<file path="config.mk">
export PLATFORM = sky130hd
export DESIGN_NAME = camera_settings_ctrl
export DESIGN_NICKNAME = d
export VERILOG_FILES = /design/src/rtl/camera_settings_ctrl.sv
export SDC_FILE = /design/constraint.sdc
export NUM_CORES = 1
export LEC_CHECK = 0
export ABC_AREA = 1
export BUFFER_PORTS_ARGS = -buffer_cell sky130_fd_sc_hd__buf_2
export CORE_ASPECT_RATIO = 1.1
export CORE_UTILIZATION = 55
export DETAILED_ROUTE_END_ITERATION = 16
export GPL_ROUTABILITY_DRIVEN = 0
export HOLD_SLACK_MARGIN = 0.12
export PLACE_DENSITY_LB_ADDON = 0.08
export SYNTH_ARGS = -nofsm -noshare
export SYNTH_HDL_FRONTEND = slang
export SYNTH_SLANG_ARGS = --single-unit
</file>
<file path="constraint.sdc">
create_clock -name clk -period 3.88 [get_ports clk]
set_clock_uncertainty 0.2 [all_clocks]
set_input_delay 0.776 -clock clk [delete_from_list [all_inputs] [get_ports clk]]
set_output_delay 0.776 -clock clk [all_outputs]
set_load 0.01 [all_outputs]
</file>
<file path="src/rtl/camera_settings_ctrl.sv">
// Camera settings controller: three debounced push-buttons select one of four
// settings (ISO, shutter, focal, indicator) and step its code up or down with
// saturation. All outputs are registered and feed a seven-segment controller.
module camera_settings_ctrl #(
    parameter logic [15:0] DEBOUNCE_CYCLES = 16'd50000
) (
    input  logic       clk,
    input  logic       rst,
    input  logic       btn_mode,
    input  logic       btn_up,
    input  logic       btn_down,
    output logic [1:0] display_select,
    output logic [3:0] display_value,
    output logic [3:0] iso_value,
    output logic [3:0] shutter_value,
    output logic [3:0] focal_value,
    output logic [3:0] indicator_value,
    output logic       setting_changed
);

    localparam int unsigned NB = 3;
    localparam int unsigned CW = 4;
    localparam int unsigned DW = 16;

    localparam logic [CW-1:0] ISO_MAX   = 4'd14;
    localparam logic [CW-1:0] SHUT_MAX  = 4'd15;
    localparam logic [CW-1:0] FOCAL_MAX = 4'd11;
    localparam logic [CW-1:0] IND_MAX   = 4'd5;

    localparam logic [CW-1:0] ISO_RST   = 4'd4;
    localparam logic [CW-1:0] SHUT_RST  = 4'd11;
    localparam logic [CW-1:0] FOCAL_RST = 4'd5;
    localparam logic [CW-1:0] IND_RST   = 4'd5;

    typedef enum logic [1:0] {
        S_ISO   = 2'b00,
        S_SHUT  = 2'b01,
        S_FOCAL = 2'b10,
        S_IND   = 2'b11
    } state_t;

    // Button bit order: 0 = mode, 1 = up, 2 = down
    logic [NB-1:0] w_btn_raw;
    logic [NB-1:0] r_sync1;
    logic [NB-1:0] r_sync2;
    logic [NB-1:0] r_db_lvl;
    logic [NB-1:0] r_lvl_d;
    logic [NB-1:0] r_press;
    logic [DW-1:0] r_db_cnt [NB];
    logic [DW:0]   w_cnt_inc [NB];

    logic w_mode_p;
    logic w_up_p;
    logic w_down_p;

    state_t r_state;
    state_t w_state_next;

    logic [CW-1:0] r_iso;
    logic [CW-1:0] r_shut;
    logic [CW-1:0] r_focal;
    logic [CW-1:0] r_ind;
    logic [CW-1:0] r_disp;
    logic          r_changed;

    logic [CW-1:0] w_iso_next;
    logic [CW-1:0] w_shut_next;
    logic [CW-1:0] w_focal_next;
    logic [CW-1:0] w_ind_next;
    logic [CW-1:0] w_disp_next;
    logic          w_changed;
    logic [CW-1:0] w_sel_code;
    logic [CW-1:0] w_sel_max;
    logic [CW-1:0] w_sel_new;
    logic          w_adjust;

    assign w_btn_raw = {btn_down, btn_up, btn_mode};

    // Two-flop synchronizer for the raw asynchronous buttons
    always_ff @(posedge clk) begin
        if (rst) begin
            r_sync1 <= '0;
            r_sync2 <= '0;
        end else begin
            r_sync1 <= w_btn_raw;
            r_sync2 <= r_sync1;
        end
    end

    // Widened counter increment so the terminal compare cannot overflow
    always_comb begin
        for (int i = 0; i < NB; i++) begin
            w_cnt_inc[i] = {1'b0, r_db_cnt[i]} + 17'd1;
        end
    end

    // Per-button debouncer: level follows input after DEBOUNCE_CYCLES of disagreement
    always_ff @(posedge clk) begin
        if (rst) begin
            r_db_lvl <= '0;
            for (int i = 0; i < NB; i++) begin
                r_db_cnt[i] <= '0;
            end
        end else begin
            for (int i = 0; i < NB; i++) begin
                if (r_sync2[i] != r_db_lvl[i]) begin
                    if (w_cnt_inc[i] == {1'b0, DEBOUNCE_CYCLES}) begin
                        r_db_lvl[i] <= r_sync2[i];
                        r_db_cnt[i] <= '0;
                    end else begin
                        r_db_cnt[i] <= w_cnt_inc[i][DW-1:0];
                    end
                end else begin
                    r_db_cnt[i] <= '0;
                end
            end
        end
    end

    // One-cycle press pulse on each rising edge of a debounced level
    always_ff @(posedge clk) begin
        if (rst) begin
            r_lvl_d <= '0;
            r_press <= '0;
        end else begin
            r_lvl_d <= r_db_lvl;
            r_press <= r_db_lvl & ~r_lvl_d;
        end
    end

    assign w_mode_p = r_press[0];
    assign w_up_p   = r_press[1];
    assign w_down_p = r_press[2];

    // Selection state register
    always_ff @(posedge clk) begin
        if (rst) begin
            r_state <= S_ISO;
        end else begin
            r_state <= w_state_next;
        end
    end

    // Mode pulse cycles the selection; otherwise hold
    always_comb begin
        w_state_next = r_state;
        if (w_mode_p) begin
            case (r_state)
                S_ISO:   w_state_next = S_SHUT;
                S_SHUT:  w_state_next = S_FOCAL;
                S_FOCAL: w_state_next = S_IND;
                S_IND:   w_state_next = S_ISO;
                default: w_state_next = S_ISO;
            endcase
        end
    end

    // Saturating step of the selected code; mode wins, up+down together cancel
    always_comb begin
        w_iso_next   = r_iso;
        w_shut_next  = r_shut;
        w_focal_next = r_focal;
        w_ind_next   = r_ind;
        w_sel_code   = r_iso;
        w_sel_max    = ISO_MAX;
        w_disp_next  = r_iso;

        case (r_state)
            S_ISO:   begin w_sel_code = r_iso;   w_sel_max = ISO_MAX;   end
            S_SHUT:  begin w_sel_code = r_shut;  w_sel_max = SHUT_MAX;  end
            S_FOCAL: begin w_sel_code = r_focal; w_sel_max = FOCAL_MAX; end
            default: begin w_sel_code = r_ind;   w_sel_max = IND_MAX;   end
        endcase

        w_adjust  = !w_mode_p && (w_up_p ^ w_down_p);
        w_sel_new = w_sel_code;
        if (w_adjust) begin
            if (w_up_p && (w_sel_code < w_sel_max)) begin
                w_sel_new = w_sel_code + 4'd1;
            end else if (w_down_p && (w_sel_code != 4'd0)) begin
                w_sel_new = w_sel_code - 4'd1;
            end
        end

        case (r_state)
            S_ISO:   w_iso_next   = w_sel_new;
            S_SHUT:  w_shut_next  = w_sel_new;
            S_FOCAL: w_focal_next = w_sel_new;
            default: w_ind_next   = w_sel_new;
        endcase

        case (w_state_next)
            S_ISO:   w_disp_next = w_iso_next;
            S_SHUT:  w_disp_next = w_shut_next;
            S_FOCAL: w_disp_next = w_focal_next;
            default: w_disp_next = w_ind_next;
        endcase

        w_changed = (w_state_next != r_state) || (w_sel_new != w_sel_code);
    end

    // Registered codes, display mux and change pulse, all updated on one edge
    always_ff @(posedge clk) begin
        if (rst) begin
            r_iso     <= ISO_RST;
            r_shut    <= SHUT_RST;
            r_focal   <= FOCAL_RST;
            r_ind     <= IND_RST;
            r_disp    <= ISO_RST;
            r_changed <= 1'b0;
        end else begin
            r_iso     <= w_iso_next;
            r_shut    <= w_shut_next;
            r_focal   <= w_focal_next;
            r_ind     <= w_ind_next;
            r_disp    <= w_disp_next;
            r_changed <= w_changed;
        end
    end

    assign display_select  = 2'(r_state);
    assign display_value   = r_disp;
    assign iso_value       = r_iso;
    assign shutter_value   = r_shut;
    assign focal_value     = r_focal;
    assign indicator_value = r_ind;
    assign setting_changed = r_changed;

endmodule

</file>
# Yosys cells after proc, flatten, opt, wreduce, memory -nomap -nowiden
# Memory sizes are Yosys's and may differ from the RTL's.
# Cells that the tools add are included.
[word_totals] out_inout_bits=23 wordCells=114 register_bits=38 mem_bits_rw=48 n_memories=1
[classes] add_sub_neg=5 order_cmp=1 reduce_logical=12 n_mux=56 n_eq_ne=13 n_bitwise=12
[mem_list] memory="r_db_cnt" depth=3 width=16 read_ports=3 rd_ports_with_merged_regs=0 write_ports=3 line="49" source="logic [DW-1:0] r_db_cnt [NB];"
[ops] cell="2-to-1 mux 16 bit" count=9
[ops] cell="adder 16 x 1 -> 17 bit (second input constant)" count=3
[ops] cell="== test 17 x 16 -> 1 bit (second input constant)" count=3
[ops] cell="case mux 4 bit (3 select lines)" count=3
[ops] cell="2-to-1 mux 1 bit" count=35
[ops] cell="2-to-1 mux 4 bit" count=7
[ops] cell="OR 1 bit" count=9
[ops] cell="case mux 2 bit (4 select lines)" count=1
[ops] cell="== test 2 bit (second input constant)" count=3
[ops] cell="AND reduction 2 bit" count=3
[ops] cell="adder 4 x 1 -> 4 bit (second input constant)" count=1
[ops] cell="== test 2 x 1 -> 1 bit (second input constant)" count=2
[ops] cell="logical NOT 2 bit" count=2
[ops] cell="less-than comparator 4 bit" count=1
[ops] cell="!= test 4 bit" count=1
[ops] cell="nonzero test 4 bit" count=1
[ops] cell="subtractor 4 x 1 -> 4 bit (second input constant)" count=1
[ops] cell="AND 3 bit" count=1
[ops] cell="logical AND 1 bit" count=3
[ops] cell="!= test 1 bit" count=3
[ops] cell="inverter 3 bit" count=1
[ops] cell="OR reduction 3 bit" count=1
[ops] cell="2-to-1 mux 2 bit" count=1
[ops] cell="!= test 2 bit" count=1
[ops] cell="other kinds (3)" count=3

# Logic depth before layout (Yosys ltp)
[logic_depth] ltp_word=9 depth_mapped=22 depth_no_buf=21

# Worst setup path before layout
# No wires, ideal clock.
[synth_path] path_type="register to register" start="register r_state[0] (netlist: display_select[0])" end="register r_disp[0] (netlist: display_value[0])" synth_period_minus_slack_ns=2.944 required_time_ns=3.563 path_stages_with_launch=22 n_path_buf=1 slack_ns=0.936 t_arrival_ns=2.627 path_cell_list="dfxtp_1 > inv_1 > ha_1 > buf_2 > nand2_1 > nand2_1 > nor2_1 > nor2_2 > ha_1 > and2_1 > o21ai_0 > nor2_1 > nand2_1 > nand2_1 > nand2_1 > nand2_1 > xor2_2 > nand2_1 > nand3_1 > nand2_1 > nor2_1 > nor2_1"
[synth_between] elab_chain_cells=9 word_cells_on_any_way=26 cone_classes="add/sub: 2; order compare: 1; eq/ne: 5; mux: 12; reduce/logical: 6"
[synth_lines] element="from (decl)" line="56" source="state_t r_state;"
[synth_lines] element="from (signal assigned)" line="140" source="r_state <= w_state_next;"
[synth_lines] element="branches (longest 8 deep; another with subtractor 4 x 1 -> 4 bit)"
[synth_lines] element="case mux 4 bit (3 select lines) (*)" line="192" source="case (w_state_next)"
[synth_lines] element="to (signal assigned)" line="216" source="r_disp <= w_disp_next;"
[synth_lines] element="to (decl)" line="63" source="logic [CW-1:0] r_disp;"
# Mark *: on every way between the ends.
# A chain may end at the register's enable or synchronous reset.

# Worst setup path after layout
[layout_path] start="register r_state[1] (netlist: display_select[1])" end="register r_disp[0] (netlist: display_value[0])"
# The elaborated chain is that of the path after synthesis.

==> results.py <==
metrics = {
    "run_status": {
        "outcome": "finished, final reports clean",
    },
    "global_route": {
        "grt_pass1_vias": 3742,
        "globalRouteTotalUtil": 0.2167,
        "grt_max_degree": 26,
        "grt_pass1_wl_mm": 15.90,
        "antenna_found_initial": 0,
        "grt-ovfl-total": 0,
    },
    "sta": {
        "finalMaxSlewViolations": 0,
        "fin_setup_tns_ps": 0,
        "rsz0062_at_grt": "false",
        "timing.final.crit_period_ps": 3431,
        "hold_viol_final": 0,
        "tightest_slew_ps": 537.2,
        "fmax_ghz": 0.2915,
        "finalCritPeriodShare": 0.8842,
        "setup_viol": 0,
        "relSlewSlack": 0.6415,
    },
    "floorplan": {
        "core_area_um2": 8496,
        "die_area_um2": 9220,
        "rows": 35,
        "start_util": 0.5723,
        "die_w_um": 91.65,
        "chipHeight_um": 100.6,
        "io_pins": 28,
    },
    "yosys": {
        "netlist_instances": 607,
        "synthTopCellsByArea": "edfxtp_1 (30%), dfxtp_1 (16%), nand2_1 (9.1%)",
        "yosys_warnings": 0,
        "synth-edff-count": 48,
        "seq_area_frac_synth": 0.4529,
        "synthesis.area_um2": 4862,
        "yosys.area.top_type": "edfxtp_1",
        "synth_top_area_share": 0.2964,
        "ys_ff_latch": 86,
        "synth_ff_type": "edfxtp_1",
        "avgSynthCellArea_um2": 8.010,
        "synthDistinctLibCells": 42,
        "synthArstFlopShare": 0,
    },
    "critical_path": {
        "path_max_fanout": 10,
        "r2r_slack_ps": 450,
        "critPathArrivalTime_ps": 3520,
        "cp-start-kind": "flop",
        "crit_chain": "ha_1, clkinv_4, nand2_1, nor2_1, nor2_2, ha_1, and2_1, o21ai_0, nor2_1, nand2_1, nand2_1, nand2_1, nand2_1, xor2_2, o21ai_0, o21ai_0, nor2_1",
        "path_class": "reg2reg",
        "path_buf_inv": 1,
        "slowest_stage": "ha_1",
        "timing.critical_path.mode_cell": "nand2_1",
        "cp_slowest_stage_delay_ps": 450,
        "critical_path.top_delay_family": "simple AND/OR/NAND/NOR gates",
        "crit_required_ps": 3970,
        "end_kind": "flop",
    },
    "drt": {
        "first_iter_violations": 191,
        "avgViaCountPerCell": 4.986,
        "drt_wl_total_mm": 9.442,
        "drc_errors": 0,
        "wl_per_cell_um": 11.80,
        "via_count": 3989,
        "ant_nets": 0,
        "drtPass1Iterations": 5,
    },
    "layout": {
        "postLayoutCoreUtil": 0.6417,
        "drive_gt1_frac": 0.1335,
        "design_area_um2": 5451,
        "fill_cells": 762,
        "antennaDiodeCount": 0,
        "multi_input_area_um2": 2470,
        "seqCellArea_um2": 2202,
        "fin_nets": 702,
        "area_delta_synth_final_pct": 12.12,
        "fin_cells": 800,
    },
    "clock_network": {
        "cts_hold_buffers": 0,
        "cts_root_buffer": "clkbuf_8",
        "path_clk_slew_ps": 90,
        "cts_tree": "yes",
        "htree_levels": 3,
        "cts_buffer_depth": 2,
        "numCtsBuffers": 9,
        "clock_sinks": 86,
        "clk-insertion-delay-late_ps": 360,
        "post_cts_resize_count": 0,
        "cts_setup_buffers": 0,
    },
    "placed_design": {
        "port-buffer-count": 27,
        "dp_hpwl_mm": 6.956,
        "place_area_um2": 5251,
        "placed_cells": 784,
    },
    "power": {
        "power_density_nw_per_um2": 316.8,
        "total_leakage_power_nw": 2.405,
        "design_power_total_mw": 1.727,
        "irDropWorstVdd_v": 0.0002029,
    },
    "flow_run": {
        "drv_cap": 0,
    },
    "min_path": {
        "min_path_type": "reg2reg",
    },
}
==> layout by cell type (no fill, tap or decap), types with 6 or more instances in the layout <==
master and n:
clkbuf_8 10, a21oi_1 6, buf_2 27, ha_1 13, xnor2_1 8, nor2_2 15, edfxtp_1 48, dfxtp_1 38
nand4_1 9, nand2_1 118, nor2_1 111, o21ai_0 12, xor2_1 28, nor3_1 16, conb_1 48, nand3_1 47
or2_2 12, inv_1 71
==> final cells by class <==
type | count | area share
inverter | 74 | 0.05187
tap | 111 | 0.02548
sequential | 86 | 0.4039
timing repair buffer | 30 | 0.02892
clock buffer | 11 | 0.02594
multi-input combinational | 483 | 0.4531
clock inverter | 5 | 0.01079
==> flip-flops by register name, indices dropped and copies added, names as in the netlist <==
signal,flops
r_db_cnt,48
display_value,4
focal_value,4
indicator_value,4
iso_value,4
shutter_value,4
r_db_lvl,3
r_lvl_d,3
r_press,3
r_sync1,3
r_sync2,3
display_select,2
setting_changed,1
==> cells in the mapped netlist (6+ instances only) <==
master	count
nand2_1	118
nor2_1	111
inv_1	71
edfxtp_1	48
nand3_1	47
dfxtp_1	38
xor2_1	28
nor3_1	16
nor2_2	15
ha_1	13
o21ai_0	12
or2_2	12
nand4_1	9
xnor2_1	8
a21oi_1	6
==> stage by stage <==
stage | worst slack [ps] | hold slack, ps
after floorplan | 936.4 | 173.2
after global placement | 547.4 | 178.2
after detailed placement | 500.0 | 183.4
after CTS | 465.5 | 191.4
after global routing | 136.1 | 207.6
final | 449.4 | 188.8
==> per-layer routing <==
| metal | global-route usage | wire length (µm) | vias to the layer above | part of all wire |
|---|---|---|---|---|
| met1 | 0.2765 | 4362 | 1787 | 0.46 |
| li1 | - | - | 2055 | - |
| met2 | 0.3621 | 4323 | 131 | 0.46 |
| met3 | 0.04223 | 564 | 16 | 0.060 |
| met4 | 0.08913 | 192 | 0 | 0.020 |
| met5 | 0 | 0 | - | 0 |
==> path summary, 6_finish.rpt <==
check,startpoint,end,depth (start not counted)
setup / recovery,display_select[1],display_value[0],17
hold / removal,r_lvl_d[2],r_press[2],1
setup reg to reg,display_select[1],display_value[0],17
hold reg to reg,r_lvl_d[2],r_press[2],1
==> kinds of logic after synthesis <==
kind of cell	synth area share
adder cells (fa/ha/maj)	0.03345
flip-flops	0.4529
AO/OA/AOI/OAI	0.03191
XOR/XNOR	0.06820
other	0.0007713
buffers and inverters	0.07540
AND/OR/NAND/NOR	0.3374
==> report_power, final <==
part | leakage, nW | switching (mW) | internal (mW)
Combinational | 1.50 | 0.0523 | 0.0218
Clock | 0.0976 | 0.332 | 0.317
Sequential | 0.803 | 0.0192 | 0.984
Total | 2.40 | 0.404 | 1.32
==> worst register-to-register path: stages (launching register included) <==
cell and delay, ps:
dfxtp_1 430, ha_1 450, clkinv_4 170, nand2_1 130
nor2_1 60, nor2_2 220, ha_1 270, and2_1 150
o21ai_0 70, nor2_1 60, nand2_1 70, nand2_1 140
nand2_1 90, nand2_1 100, xor2_2 190, o21ai_0 290
o21ai_0 130, nor2_1 140
No activity file was read; power rests on OpenSTA's default activity.
